### src/rtl/conv_mac_unit.sv
// conv_mac_unit: multiply-accumulate stage behind the convolution controller.
// Each cycle it can latch one pixel x weight product. It accumulates KSIZE
// products per window, then requantizes the sum (arithmetic shift right plus
// saturation) and writes the result to the output memory at an address that
// advances by itself.
//
// Ports:
//   clk, rst      - clock; synchronous active-high reset
//   frame_start   - one-cycle pulse: restart output address, clear done
//   pix_in, kr_in - signed pixel / weight pair
//   en_mult       - load product register
//   en_accuml     - add product register into accumulator
//   rst_accuml    - clear accumulator and window state
//   accu_shift    - requantize shift amount
//   out_data      - saturated result
//   out_addr      - output memory write address
//   en_out_mem, rw_out_mem, valid - one-cycle write strobe (all identical)
//   done          - sticky frame-complete flag
module conv_mac_unit #(
  parameter int DATA_W     = 8,
  parameter int ACC_W      = 24,
  parameter int KSIZE      = 9,
  parameter int OUT_DEPTH  = 16,
  parameter int OUT_ADDR_W = 5
) (
  input  logic                  clk,
  input  logic                  rst,
  input  logic                  frame_start,
  input  logic [DATA_W-1:0]     pix_in,
  input  logic [DATA_W-1:0]     kr_in,
  input  logic                  en_mult,
  input  logic                  en_accuml,
  input  logic                  rst_accuml,
  input  logic [4:0]            accu_shift,
  output logic [DATA_W-1:0]     out_data,
  output logic [OUT_ADDR_W-1:0] out_addr,
  output logic                  en_out_mem,
  output logic                  rw_out_mem,
  output logic                  valid,
  output logic                  done
);

  localparam int CNT_W = $clog2(KSIZE + 1);
  localparam logic signed [ACC_W-1:0] SAT_MAX = ACC_W'(2 ** (DATA_W - 1) - 1);
  localparam logic signed [ACC_W-1:0] SAT_MIN = ACC_W'(-(2 ** (DATA_W - 1)));

  logic signed [2*DATA_W-1:0] prod_r;
  logic signed [ACC_W-1:0]    acc;
  logic signed [ACC_W-1:0]    acc_next;
  logic signed [ACC_W-1:0]    prod_ext;
  logic signed [ACC_W-1:0]    acc_shr;
  logic [CNT_W-1:0]           tap_cnt;
  logic [CNT_W-1:0]           tap_next;
  logic                       pending;
  logic                       pend_next;
  logic                       emit;
  logic [DATA_W-1:0]          sat_val;

  always_comb begin
    prod_ext = {{(ACC_W - 2*DATA_W){prod_r[2*DATA_W-1]}}, prod_r};
    // A shift of ACC_W or more fills with the sign bit, giving 0 or -1.
    acc_shr  = acc >>> accu_shift;
    if (acc_shr > SAT_MAX)      sat_val = SAT_MAX[DATA_W-1:0];
    else if (acc_shr < SAT_MIN) sat_val = SAT_MIN[DATA_W-1:0];
    else                        sat_val = acc_shr[DATA_W-1:0];
  end

  // Window control. rst_accuml outranks the emit; on an emit edge the
  // accumulator reloads directly from prod_r so back-to-back windows drop
  // no product.
  always_comb begin
    acc_next = acc;
    tap_next = tap_cnt;
    emit     = 1'b0;
    if (rst_accuml) begin
      acc_next = en_accuml ? prod_ext : '0;
      tap_next = en_accuml ? CNT_W'(1) : '0;
    end else if (pending) begin
      emit     = 1'b1;
      acc_next = en_accuml ? prod_ext : '0;
      tap_next = en_accuml ? CNT_W'(1) : '0;
    end else if (en_accuml) begin
      acc_next = acc + prod_ext;
      tap_next = tap_cnt + 1'b1;
    end
    pend_next = en_accuml && (tap_next == CNT_W'(KSIZE));
  end

  always_ff @(posedge clk) begin
    if (rst) begin
      prod_r     <= '0;
      acc        <= '0;
      tap_cnt    <= '0;
      pending    <= 1'b0;
      out_data   <= '0;
      out_addr   <= '0;
      en_out_mem <= 1'b0;
      rw_out_mem <= 1'b0;
      valid      <= 1'b0;
      done       <= 1'b0;
    end else begin
      if (en_mult) prod_r <= $signed(pix_in) * $signed(kr_in);
      acc        <= acc_next;
      tap_cnt    <= tap_next;
      pending    <= pend_next;
      en_out_mem <= emit;
      rw_out_mem <= emit;
      valid      <= emit;
      if (emit) out_data <= sat_val;
      // The address advances on the edge that ends the write cycle.
      if (frame_start) begin
        out_addr <= '0;
        done     <= 1'b0;
      end else if (valid) begin
        if (out_addr == OUT_ADDR_W'(OUT_DEPTH - 1)) begin
          out_addr <= '0;
          done     <= 1'b1;
        end else begin
          out_addr <= out_addr + 1'b1;
        end
      end
    end
  end

endmodule
### config.mk
export PLATFORM = sky130hd
export DESIGN_NAME = conv_mac_unit
export DESIGN_NICKNAME = d
export VERILOG_FILES = /design/src/rtl/conv_mac_unit.sv
export SDC_FILE = /design/constraint.sdc
export NUM_CORES = 1
export LEC_CHECK = 0
export BUFFER_PORTS_ARGS = -buffer_cell sky130_fd_sc_hd__buf_2
export CAP_MARGIN = 30
export CELL_PAD_IN_SITES_DETAIL_PLACEMENT = 1
export CELL_PAD_IN_SITES_GLOBAL_PLACEMENT = 1
export CORE_ASPECT_RATIO = 1.4
export CORE_MARGIN = 3
export CORE_UTILIZATION = 44
export DETAILED_ROUTE_END_ITERATION = 6
export PLACE_DENSITY = 0.75
export SYNTH_ARGS = -nofsm -noshare
export SYNTH_HDL_FRONTEND = slang
export SYNTH_SLANG_ARGS = --single-unit
export TNS_END_PERCENT = 100
### constraint.sdc
create_clock -name clk -period 4.66 [get_ports clk]
set_input_delay 0.932 -clock clk [delete_from_list [all_inputs] [get_ports clk]]
set_output_delay 0.932 -clock clk [all_outputs]
set_load 0.01 [all_outputs]
==> impl_metrics.py, run 1 <==
metrics = {
    "finish": {
        "layout-drive-gt1-share_pct": 22.9,
        "nNetsFinal": 1070,
        "diodes": 0,
        "area_growth_syn_to_layout_pct": 17.3,
        "final_area_um2": 9000,
    },
    "critical_path": {
        "worstPathRequired_ns": 4.93,
        "r2r_start": "acc[2]",
        "cpMostUsedCell": "fa_1",
        "cpPeakStageDelay_ns": 0.56,
        "cp-start-kind": "input port",
        "critPathArrivalTime_ns": 4.86,
        "startpoint": "pix_in[6]",
        "endpoint": "prod_r[15]",
        "worstPathCellList": "clkbuf_4 -> and2_4 -> ha_4 -> fa_1 -> inv_2 -> fa_1 -> fa_1 -> inv_2 -> ha_4 -> a21o_1 -> a2111oi_4 -> o31ai_4 -> o41ai_2 -> xnor2_1 -> mux2i_1 -> nor2_1",
        "crit_slowest_cell": "fa_1",
        "rrSetupSlack_ns": 1.48,
        "cp_max_fo": 6,
        "r2r_end": "acc[23]",
        "r2r_cells": 9,
        "worstSetupPathType": "in -> reg",
        "critPathCaptureType": "flip-flop",
    },
    "synthesis": {
        "yosys_most_used_dff": "dfxtp_1",
        "netlist_area_um2": 7670,
        "syn_nets": 1004,
        "syn_area_per_cell_um2": 8.85,
        "ys_warn_count": 0,
        "synth_seq_cells": 60,
        "yosysUniqueCellTypes": 74,
        "synth_edf_count": 0,
        "synth_commonest_cells": "inv_1 (95), nand2_1 (75), nor2_1 (73), dfxtp_1 (60), fa_1 (56)",
        "async_reset_ff_share_pct": 0,
        "synth-seq-area-share_pct": 15.7,
        "synth.area.top_cells": "dfxtp_1 (16%), fa_1 (15%), ha_1 (8.8%), mux4_2 (7.3%), inv_1 (4.6%)",
        "syn_inst": 867,
        "yosys.area.top_type_share_pct": 15.7,
        "synth_largest_area_cell": "dfxtp_1",
        "yosysMostFrequentCell": "inv_1",
    },
    "pwr": {
        "p_switching_mw": 1.54,
        "switching_share_pct": 40.4,
        "vdd_ir_drop_max_mv": 0.233,
        "clkPwrFrac_pct": 19.4,
        "power.density_nw_per_um2": 422,
        "seq_power_share_pct": 17.7,
        "internal_power_mw": 2.27,
        "comb_power_share_pct": 62.9,
        "power.leakage_nw": 3.92,
    },
    "clocking": {
        "clock_latency_ns": 0.33,
        "cts_buffer_depth": 2,
        "cts_hold_buf": 0,
        "clock-root-buffer": "clkbuf_16",
        "cts_tree": "built",
        "numCtsBuffers": 9,
        "htree_levels": 3,
        "clk_pin_slew_worst_paths_ns": 0.06,
        "clock-sinks": 60,
    },
    "route": {
        "postRouteAntennaNets": 0,
        "totalWireLength_um": 21100,
        "via_per_inst": 5.77,
        "wl_per_cell_um": 18.1,
        "drtIter0Drc": 285,
        "dr.pass1.iters": 4,
        "num_vias": 6753,
        "drc": 0,
    },
    "sta": {
        "finalSetupTns_ns": 0,
        "min_period_over_period_pct": 98.5,
        "fmaxAchievable_mhz": 218,
        "drv_slew": 0,
        "worst_slew_pin_slew_ns": 0.686,
        "layout_setup_ws_ns": 0.0695,
        "min_period_ns": 4.59,
        "finalSetupViolations": 0,
        "hold_violations": 0,
        "rsz0062_at_grt": "true",
        "skew_ns": 0.00729,
        "slew_headroom_pct": 53.8,
    },
    "hold_path": {
        "hold_path.class": "reg -> reg",
    },
    "global_route": {
        "gr-usage-all-layers_pct": 22.3,
        "grt_pass1_wl_um": 35100,
        "grt_pass1_vias": 7258,
        "grt_max_degree": 36,
        "overflow": 0,
        "antenna_found_initial": 0,
    },
    "die": {
        "row_count": 56,
        "core_area_um2": 17000,
        "die_area_um2": 19100,
        "initial_core_util_pct": 45.3,
        "die_height_um": 162,
        "dieWidth_um": 118,
        "ios": 44,
    },
    "flow_run": {
        "cap_violations": 0,
    },
    "placed_design": {
        "place_area_um2": 8360,
        "place_ws_ns": -0.486,
        "dp_hpwl_um": 16400,
        "gp_congestion": 0.896,
        "buffer_ports.inserted": 43,
    },
    "run_status": {
        "outcome": "completed",
    },
}
## area by class of cell
| type | count | area, µm² |
|---|---|---|
| multi-input combinational | 670 | 6120 |
| fill | 1998 | 7950 |
| clock inverter | 6 | 87.6 |
| timing repair buffer | 96 | 709 |
| clock buffer | 10 | 239 |
| sequential | 60 | 1200 |
| inverter | 96 | 360 |
| tap | 232 | 290 |
## state kept, by name (all words and copies together), names as in the netlist
register	count
out_data	8
acc	24
valid	1
out_addr	5
tap_cnt	4
prod_r	16
pending	1
done	1
## cell usage in the layout (no fill, tap or decap), types with 10 or more instances in the layout
| master | n |
|---|---|
| inv_1 | 79 |
| a21oi_1 | 33 |
| dfxtp_1 | 60 |
| mux2i_1 | 27 |
| buf_2 | 28 |
| nand2_1 | 73 |
| buf_4 | 54 |
| inv_2 | 16 |
| fa_1 | 53 |
| mux4_2 | 25 |
| xor2_1 | 13 |
| a21o_1 | 11 |
| xnor2_1 | 21 |
| and2_4 | 15 |
| o21ai_0 | 32 |
| ha_4 | 13 |
| nand3_1 | 11 |
| a31oi_1 | 10 |
| and2_1 | 34 |
| ha_1 | 40 |
| nor3_1 | 13 |
| a22oi_1 | 15 |
| nor2_1 | 72 |
## power by group through the flow
stage | Combinational (mW) | Clock, mW | Sequential [mW]
final | 2.39 | 0.740 | 0.672
after global routing | 2.70 | 0.768 | 0.684
after CTS | 2.22 | 0.749 | 0.671
after detailed placement | 2.16 | 0 | 0.679
after global placement | 2.05 | 0 | 0.674
after floorplan | 1.54 | 0 | 0.638
## stage by stage
step	hold WS (ns)	util [%]	std cells	total power, mW
after CTS	0.455	51.4	1167	3.64
after detailed placement	0.444	49.3	1151	2.84
final	0.454	53.1	1170	3.80
after global placement	0.445	49.3	1151	2.73
after global routing	0.471	53.1	1170	4.16
after floorplan	0.464	-	867	2.18
## worst min-delay path by stage
stage	cells past startpoint	start	endpoint
after floorplan	2	prod_r[0]	prod_r[0]
after global placement	2	out_addr[4]	out_addr[4]
after detailed placement	2	out_addr[4]	out_addr[4]
after CTS	2	out_addr[4]	out_addr[4]
after global routing	2	out_addr[4]	out_addr[4]
final	2	out_addr[4]	out_addr[4]
## what timing repair did
item	4_1_cts	5_1_grt
setup buffers	0	3
endpoints found under the setup margin	3	6
gates cloned	0	0
resized for setup	11	82
pin swaps	4	38
## layer usage
| layer | track usage [%] | part of all wire, % | vias to the layer above |
|---|---|---|---|
| met5 | 0 | 0 | - |
| met3 | 2.30 | 2.2 | 44 |
| met1 | 23.4 | 37 | 3377 |
| met4 | 8.53 | 2.9 | 0 |
| met2 | 45.0 | 58 | 131 |
| li1 | - | - | 3201 |
## cell families after synthesis
group | share of synthesized area (%)
fa+ha+maj | 23.4
compound gates | 16.2
simple gates | 17.9
flops | 15.7
buf+inv | 8.53
xor+xnor | 3.88
mux | 14.4
## critical path: cells and delay by family
kind | cells | cell delay [ns]
AND/OR/NAND/NOR | 2 | 0.27
adder cells (fa/ha/maj) | 5 | 2.05
XOR/XNOR | 1 | 0.15
multiplexers | 1 | 0.09
AO/OA/AOI/OAI | 4 | 1.11
buffers and inverters | 3 | 0.25
No activity file was read; power rests on OpenSTA's default activity.
==> run 2: changes to the inputs <==
ABC_AREA = 1   (was unset)
CORE_UTILIZATION = 41   (was 44)
PLACE_DENSITY = 0.76   (was 0.75)
REMOVE_ABC_BUFFERS = 1   (was unset)
==> run 2 against run 1 <==
  * Die area increased by 5.3%
  * Routed wire length increased by 15%
  * Via count increased by 15%
  * Total power increased by 7.5%
  * Final cell count increased by 29%
  * Clock skew increased by 0.0063 ns
  * Utilization decreased by 3.5 points
  * Final area decreased by 0.83%
  * Fmax about the same
  * Global-route usage increased by 1.8 points
  * Critical path type unchanged
  * Critical endpoint unchanged
  * Highest routed layer unchanged
==> impl_metrics.py, run 2 <==
metrics = {
    "sta": {
        "min_period_ns": 4.59,
        "skew_ns": 0.0136,
        "finalHoldWorstSlack_ns": 0.454,
        "finalSetupViolations": 0,
        "min_period_over_period_pct": 98.4,
        "fmaxAchievable_mhz": 218,
        "hold_violations": 0,
        "drv_slew": 0,
        "slew_headroom_pct": 46.1,
        "rsz0062_at_grt": "true",
        "worst_slew_pin_slew_ns": 0.806,
    },
    "pwr": {
        "clkPwrFrac_pct": 18.7,
        "comb_power_share_pct": 64.6,
        "vdd_ir_drop_max_mv": 0.226,
        "switching_share_pct": 44.6,
        "power.density_nw_per_um2": 458,
        "power.leakage_nw": 4.74,
        "internal_power_mw": 2.27,
        "seq_power_share_pct": 16.7,
        "p_switching_mw": 1.82,
    },
    "critical_path": {
        "crit_slowest_cell": "fa_1",
        "r2r_start": "acc[0]",
        "critPathCaptureType": "flip-flop",
        "worstSetupPathType": "in -> reg",
        "r2r_cells": 14,
        "rrSetupSlack_ns": 1.75,
        "cp-start-kind": "input port",
        "cp_max_fo": 5,
        "worstPathCellList": "clkbuf_4 -> buf_4 -> nand2_1 -> inv_1 -> fa_1 -> fa_1 -> fa_1 -> inv_1 -> fa_1 -> inv_2 -> ha_4 -> nand2_4 -> o21ai_4 -> a21oi_4 -> o21ai_2 -> nand2_1 -> nand2_2 -> a21oi_2 -> nand3_1 -> nand2_1 -> nor2_1 -> nor2_1",
        "critPathArrivalTime_ns": 4.81,
        "r2r_end": "acc[16]",
        "worstPathRequired_ns": 4.88,
        "cpMostUsedCell": "fa_1",
        "cpPeakStageDelay_ns": 0.54,
    },
    "clocking": {
        "clock_latency_ns": 0.34,
        "cts_tree": "built",
        "numCtsBuffers": 9,
        "cts_buffer_depth": 2,
        "clk_pin_slew_worst_paths_ns": 0.05,
        "clock-sinks": 60,
        "clock-root-buffer": "clkbuf_16",
        "htree_levels": 3,
        "cts_hold_buf": 0,
    },
    "finish": {
        "final_util_pct": 49.6,
        "nNetsFinal": 1399,
        "stdcell_count": 1506,
        "layout.cells.most_common_list": "nand2_1 (299), inv_1 (204), nand3_1 (94)",
        "top_regs": "acc: 24 flops, prod_r: 16 flops, out_data: 8 flops",
        "fill_cells": 2456,
        "largest_register": "acc",
        "layout-drive-gt1-share_pct": 14.3,
        "area_growth_syn_to_layout_pct": 18.2,
        "largest_reg_flops": 24,
        "final_common_cell": "nand2_1",
        "diodes": 0,
    },
    "synthesis": {
        "netlist_area_um2": 7550,
        "yosysMostFrequentCell": "nand2_1",
        "yosysUniqueCellTypes": 42,
        "yosys_most_used_dff": "dfxtp_1",
        "synth-seq-area-share_pct": 15.9,
        "ys_warn_count": 0,
        "synth_commonest_cells": "nand2_1 (308), inv_1 (214), nand3_1 (94), nor2_1 (93), a21oi_1 (80)",
        "yosys.area.top_type_share_pct": 15.9,
        "synth_seq_cells": 60,
        "synth.area.top_cells": "dfxtp_1 (16%), nand2_1 (15%), fa_1 (15%), inv_1 (11%), ha_1 (8.9%)",
        "syn_inst": 1189,
        "synth_edf_count": 0,
        "synth_largest_area_cell": "dfxtp_1",
        "async_reset_ff_share_pct": 0,
        "syn_area_per_cell_um2": 6.35,
    },
    "route": {
        "num_vias": 7788,
        "wl_per_cell_um": 16.1,
        "drc": 0,
        "totalWireLength_um": 24200,
        "dr.pass1.iters": 4,
        "postRouteAntennaNets": 0,
        "drtIter0Drc": 273,
        "via_per_inst": 5.17,
    },
    "hold_path": {
        "whs_endpoint": "out_addr[4]",
        "hold_path.class": "reg -> reg",
        "min_from": "out_addr[4]",
        "hold_depth": 2,
    },
    "die": {
        "die_area_um2": 20100,
        "die_height_um": 167,
        "row_count": 58,
        "core_area_um2": 18000,
        "dieWidth_um": 121,
        "initial_core_util_pct": 42.0,
        "ios": 44,
    },
    "placed_design": {
        "dp_hpwl_um": 19200,
        "buffer_ports.inserted": 43,
        "gp_congestion": 0.929,
        "dp_cells": 1484,
    },
    "global_route": {
        "grt_max_degree": 33,
        "antenna_found_initial": 0,
        "grt_pass1_wl_um": 39900,
        "gr-usage-all-layers_pct": 24.1,
        "grt_pass1_vias": 8154,
        "overflow": 0,
    },
    "run_status": {
        "outcome": "completed",
    },
    "flow_run": {
        "cap_violations": 0,
    },
}
==> run 2: kinds of logic (layout without fill, tap and decap cells) <==
family | after synthesis | after routing | share of synthesized area (%)
adder cells (fa/ha/maj) | 110 | 110 | 23.8
AND/OR/NAND/NOR | 529 | 529 | 28.9
flip-flops | 60 | 60 | 15.9
AO/OA/AOI/OAI | 202 | 202 | 14.9
XOR/XNOR | 25 | 25 | 2.90
buffers and inverters | 263 | 340 | 13.6
==> run 2: layout make-up <==
type                       count  area [µm²]  share of cell area (%)
multi-input combinational    866        5570                    62.4
timing repair buffer         107         713                    7.99
tap                          240         300                    3.36
sequential                    60        1200                    13.5
inverter                     218         818                    9.16
clock buffer                  11         253                    2.83
clock inverter                 4        72.6                   0.813
==> run 2: power groups by stage <==
stage               Clock, mW  Combinational, mW  Sequential [mW]
finish                  0.764               2.64            0.682
global route            0.786               2.95            0.691
CTS                     0.764               2.21            0.681
detailed placement          0               2.07            0.691
global placement            0               1.98            0.689
floorplan                   0               1.39            0.646
==> run 2: worst max-delay path: cells and delay by family <==
kind                       cells  cell delay [ns]
buffers and inverters          5             0.45
and+or+nand+nor                8             0.60
adders and majority gates      5             2.34
AOI/OAI and AO/OA              4             0.47
==> run 2: worst max-delay path by stage <==
| stage | start | to | depth (start not counted) |
|---|---|---|---|
| after floorplan | kr_in[7] | prod_r[14] | 19 |
| after global placement | kr_in[7] | prod_r[14] | 20 |
| after detailed placement | kr_in[7] | prod_r[14] | 20 |
| after CTS | kr_in[7] | prod_r[14] | 19 |
| after global routing | pix_in[6] | prod_r[15] | 22 |
| final | pix_in[6] | prod_r[15] | 22 |
==> run 2: repair_timing <==
| action | in CTS | in global routing |
|---|---|---|
| setup endpoints to repair | 4 | 6 |
| hold endpoints to repair | 0 | 0 |
| resized for setup | 17 | 49 |
| pin swaps | 7 | 37 |
| buffers inserted | 3 | 4 |
==> run 2: metal layers <==
layer | up-vias | wire length [µm] | GRT usage (%)
li1 | 3898 | - | -
met5 | - | 0 | 0
met3 | 44 | 309 | 1.97
met2 | 85 | 13500 | 47.6
met4 | 0 | 780 | 8.14
met1 | 3761 | 9670 | 26.4
==> run 2: through the flow <==
stage               worst slack, ns  total power, mW  TNS, ns  cell area [µm²]
floorplan                    -0.458             2.03    -1.00             7350
global placement             -0.561             2.67    -2.22             8290
detailed placement           -0.720             2.76    -3.19             8290
CTS                         0.00708             3.66        0             8690
global route                -0.0871             4.43   -0.143             8930
finish                       0.0736             4.09        0             8930
==> run 3: changes to the inputs <==
CAP_MARGIN = unset   (was 30)
CORE_ASPECT_RATIO = 1.1   (was 1.4)
==> run 3 against run 2 <==
  * Via count is essentially flat
  * Global-route usage shrank 0.35 points
  * Total power shrank 7.5%
  * Sequential cell count is the same
  * First-iteration DRC count grew 20%
  * Non-clock buffer count shrank 4
  * Final area shrank 1.2%
  * Critical endpoint unchanged
==> impl_metrics.py, run 3 (synthesis gave the netlist of run 2 again) <==
metrics = {
    "route": {
        "drc": 0,
        "wl_per_cell_um": 15.9,
        "totalWireLength_um": 23800,
        "dr.pass1.iters": 4,
        "postRouteAntennaNets": 0,
        "drtIter0Drc": 327,
        "via_per_inst": 5.19,
        "num_vias": 7793,
    },
    "finish": {
        "nNetsFinal": 1395,
        "fill_cells": 2427,
        "area_growth_syn_to_layout_pct": 16.8,
        "largest_register": "acc",
        "multi_input_area_um2": 5530,
        "largest_reg_flops": 24,
        "layout-drive-gt1-share_pct": 13.8,
        "diodes": 0,
        "seq_area_um2": 1200,
        "layout.cells.most_common_list": "nand2_1 (301), inv_1 (201), nand3_1 (94)",
        "final_area_um2": 8820,
        "final_common_cell": "nand2_1",
        "top_regs": "acc: 24 flops, prod_r: 16 flops, out_data: 8 flops",
    },
    "sta": {
        "finalHoldWorstSlack_ns": 0.458,
        "slew_headroom_pct": 40.5,
        "worst_slew_pin_slew_ns": 0.889,
        "drv_slew": 0,
        "hold_violations": 0,
        "skew_ns": 0.00646,
        "fmaxAchievable_mhz": 221,
        "min_period_over_period_pct": 96.9,
        "min_period_ns": 4.52,
        "layout_setup_ws_ns": 0.142,
        "finalSetupViolations": 0,
        "finalSetupTns_ns": 0,
    },
    "global_route": {
        "antenna_found_initial": 0,
        "overflow": 0,
        "grt_pass1_vias": 8155,
        "grt_pass1_wl_um": 39000,
        "grt_max_degree": 33,
        "grt_busiest_layer": "met2",
        "use_met3_pct": 2.30,
        "grt_use_met2_pct": 44.1,
        "gr-usage-all-layers_pct": 23.8,
        "gr-usage-met1_pct": 28.7,
    },
    "die": {
        "ios": 44,
        "initial_core_util_pct": 42.3,
        "die_area_um2": 20100,
        "row_count": 51,
        "die_height_um": 148,
        "core_area_um2": 17900,
        "dieWidth_um": 135,
    },
    "pwr": {
        "power.density_nw_per_um2": 429,
        "finalPower_mw": 3.78,
        "vdd_ir_drop_max_mv": 0.231,
        "power.leakage_nw": 4.68,
    },
    "hold_path": {
        "hold_depth": 2,
        "whs_endpoint": "out_addr[4]",
        "min_from": "out_addr[4]",
        "hold_path.class": "reg -> reg",
    },
    "critical_path": {
        "rrSetupSlack_ns": 1.92,
        "worstSetupPathType": "in -> reg",
        "cp_top_family": "adder cells",
        "r2r_cells": 7,
        "crit_slowest_cell": "fa_1",
        "worstPathRequired_ns": 4.88,
        "r2r_start": "pending",
        "cp-start-kind": "input port",
        "r2r_end": "acc[6]",
        "cpPeakStageDelay_ns": 0.56,
        "cp_max_fo": 3,
        "crit_cells": 24,
        "crit_buf_inv": 7,
        "startpoint": "kr_in[0]",
        "worstPathCellList": "buf_2 -> nand2_2 -> inv_2 -> fa_1 -> inv_2 -> fa_1 -> inv_2 -> fa_1 -> inv_1 -> fa_1 -> inv_2 -> ha_4 -> buf_6 -> nand2_4 -> nor2_4 -> a21oi_4 -> o21ai_2 -> nand2_1 -> nand2_1 -> a21oi_2 -> nand3_1 -> nand2_1 -> nor2_1 -> nor2_1",
        "critPathArrivalTime_ns": 4.74,
        "critPathCaptureType": "flip-flop",
    },
    "placed_design": {
        "dp_hpwl_um": 19000,
        "place_area_um2": 8290,
        "place_ws_ns": -0.706,
        "buffer_ports.inserted": 43,
        "gp_congestion": 0.889,
    },
    "run_status": {
        "outcome": "completed",
    },
    "clocking": {
        "clock-root-buffer": "clkbuf_16",
        "clock-sinks": 60,
        "clk_pin_slew_worst_paths_ns": 0.06,
        "cts_hold_buf": 0,
        "cts_tree": "built",
        "numCtsBuffers": 9,
        "htree_levels": 3,
        "clock_latency_ns": 0.33,
        "cts_buffer_depth": 2,
    },
    "flow_run": {
        "cap_violations": 0,
    },
}
## run 3: worst max path at each step
stage	endpoint
finish	prod_r[15]
global route	prod_r[15]
CTS	prod_r[15]
detailed placement	prod_r[14]
global placement	prod_r[14]
floorplan	prod_r[14]
## run 3: cell type report
class	count	area share, %
sequential	60	13.6
tap	238	3.38
inverter	218	9.28
clock buffer	11	2.64
timing repair buffer	103	7.90
multi-input combinational	866	62.8
clock inverter	5	0.426
## run 3: metal layers
metal	wire length (µm)	part of all wire, %
met5	0	0
met2	12300	52
met1	10100	42
met3	616	2.6
met4	803	3.4
## run 3: repair_timing
| item | in CTS | in global routing |
|---|---|---|
| buffers inserted | 1 | 2 |
| resized for setup | 16 | 47 |
| endpoints found under the setup margin | 5 | 4 |
| pin swaps | 10 | 40 |
## run 3: worst min-delay path: cells and delay by family (launching register included)
kind,cells,cell delay (ns)
AND/OR/NAND/NOR,2,0.10
flip-flops,1,0.32
## run 3: power by group
group	switching, mW	leakage (nW)	internal [mW]	total, mW
Sequential	0.0949	0.491	0.583	0.678
Clock	0.259	0.126	0.362	0.621
Combinational	1.37	4.06	1.12	2.49
Total	1.72	4.68	2.06	3.78
## run 3: stage by stage
stage | cells | utilization (%)
CTS | 1499 | 48.2
detailed placement | 1482 | 46.4
global route | 1501 | 49.3
floorplan | 1144 | -
finish | 1501 | 49.3
global placement | 1482 | 46.4
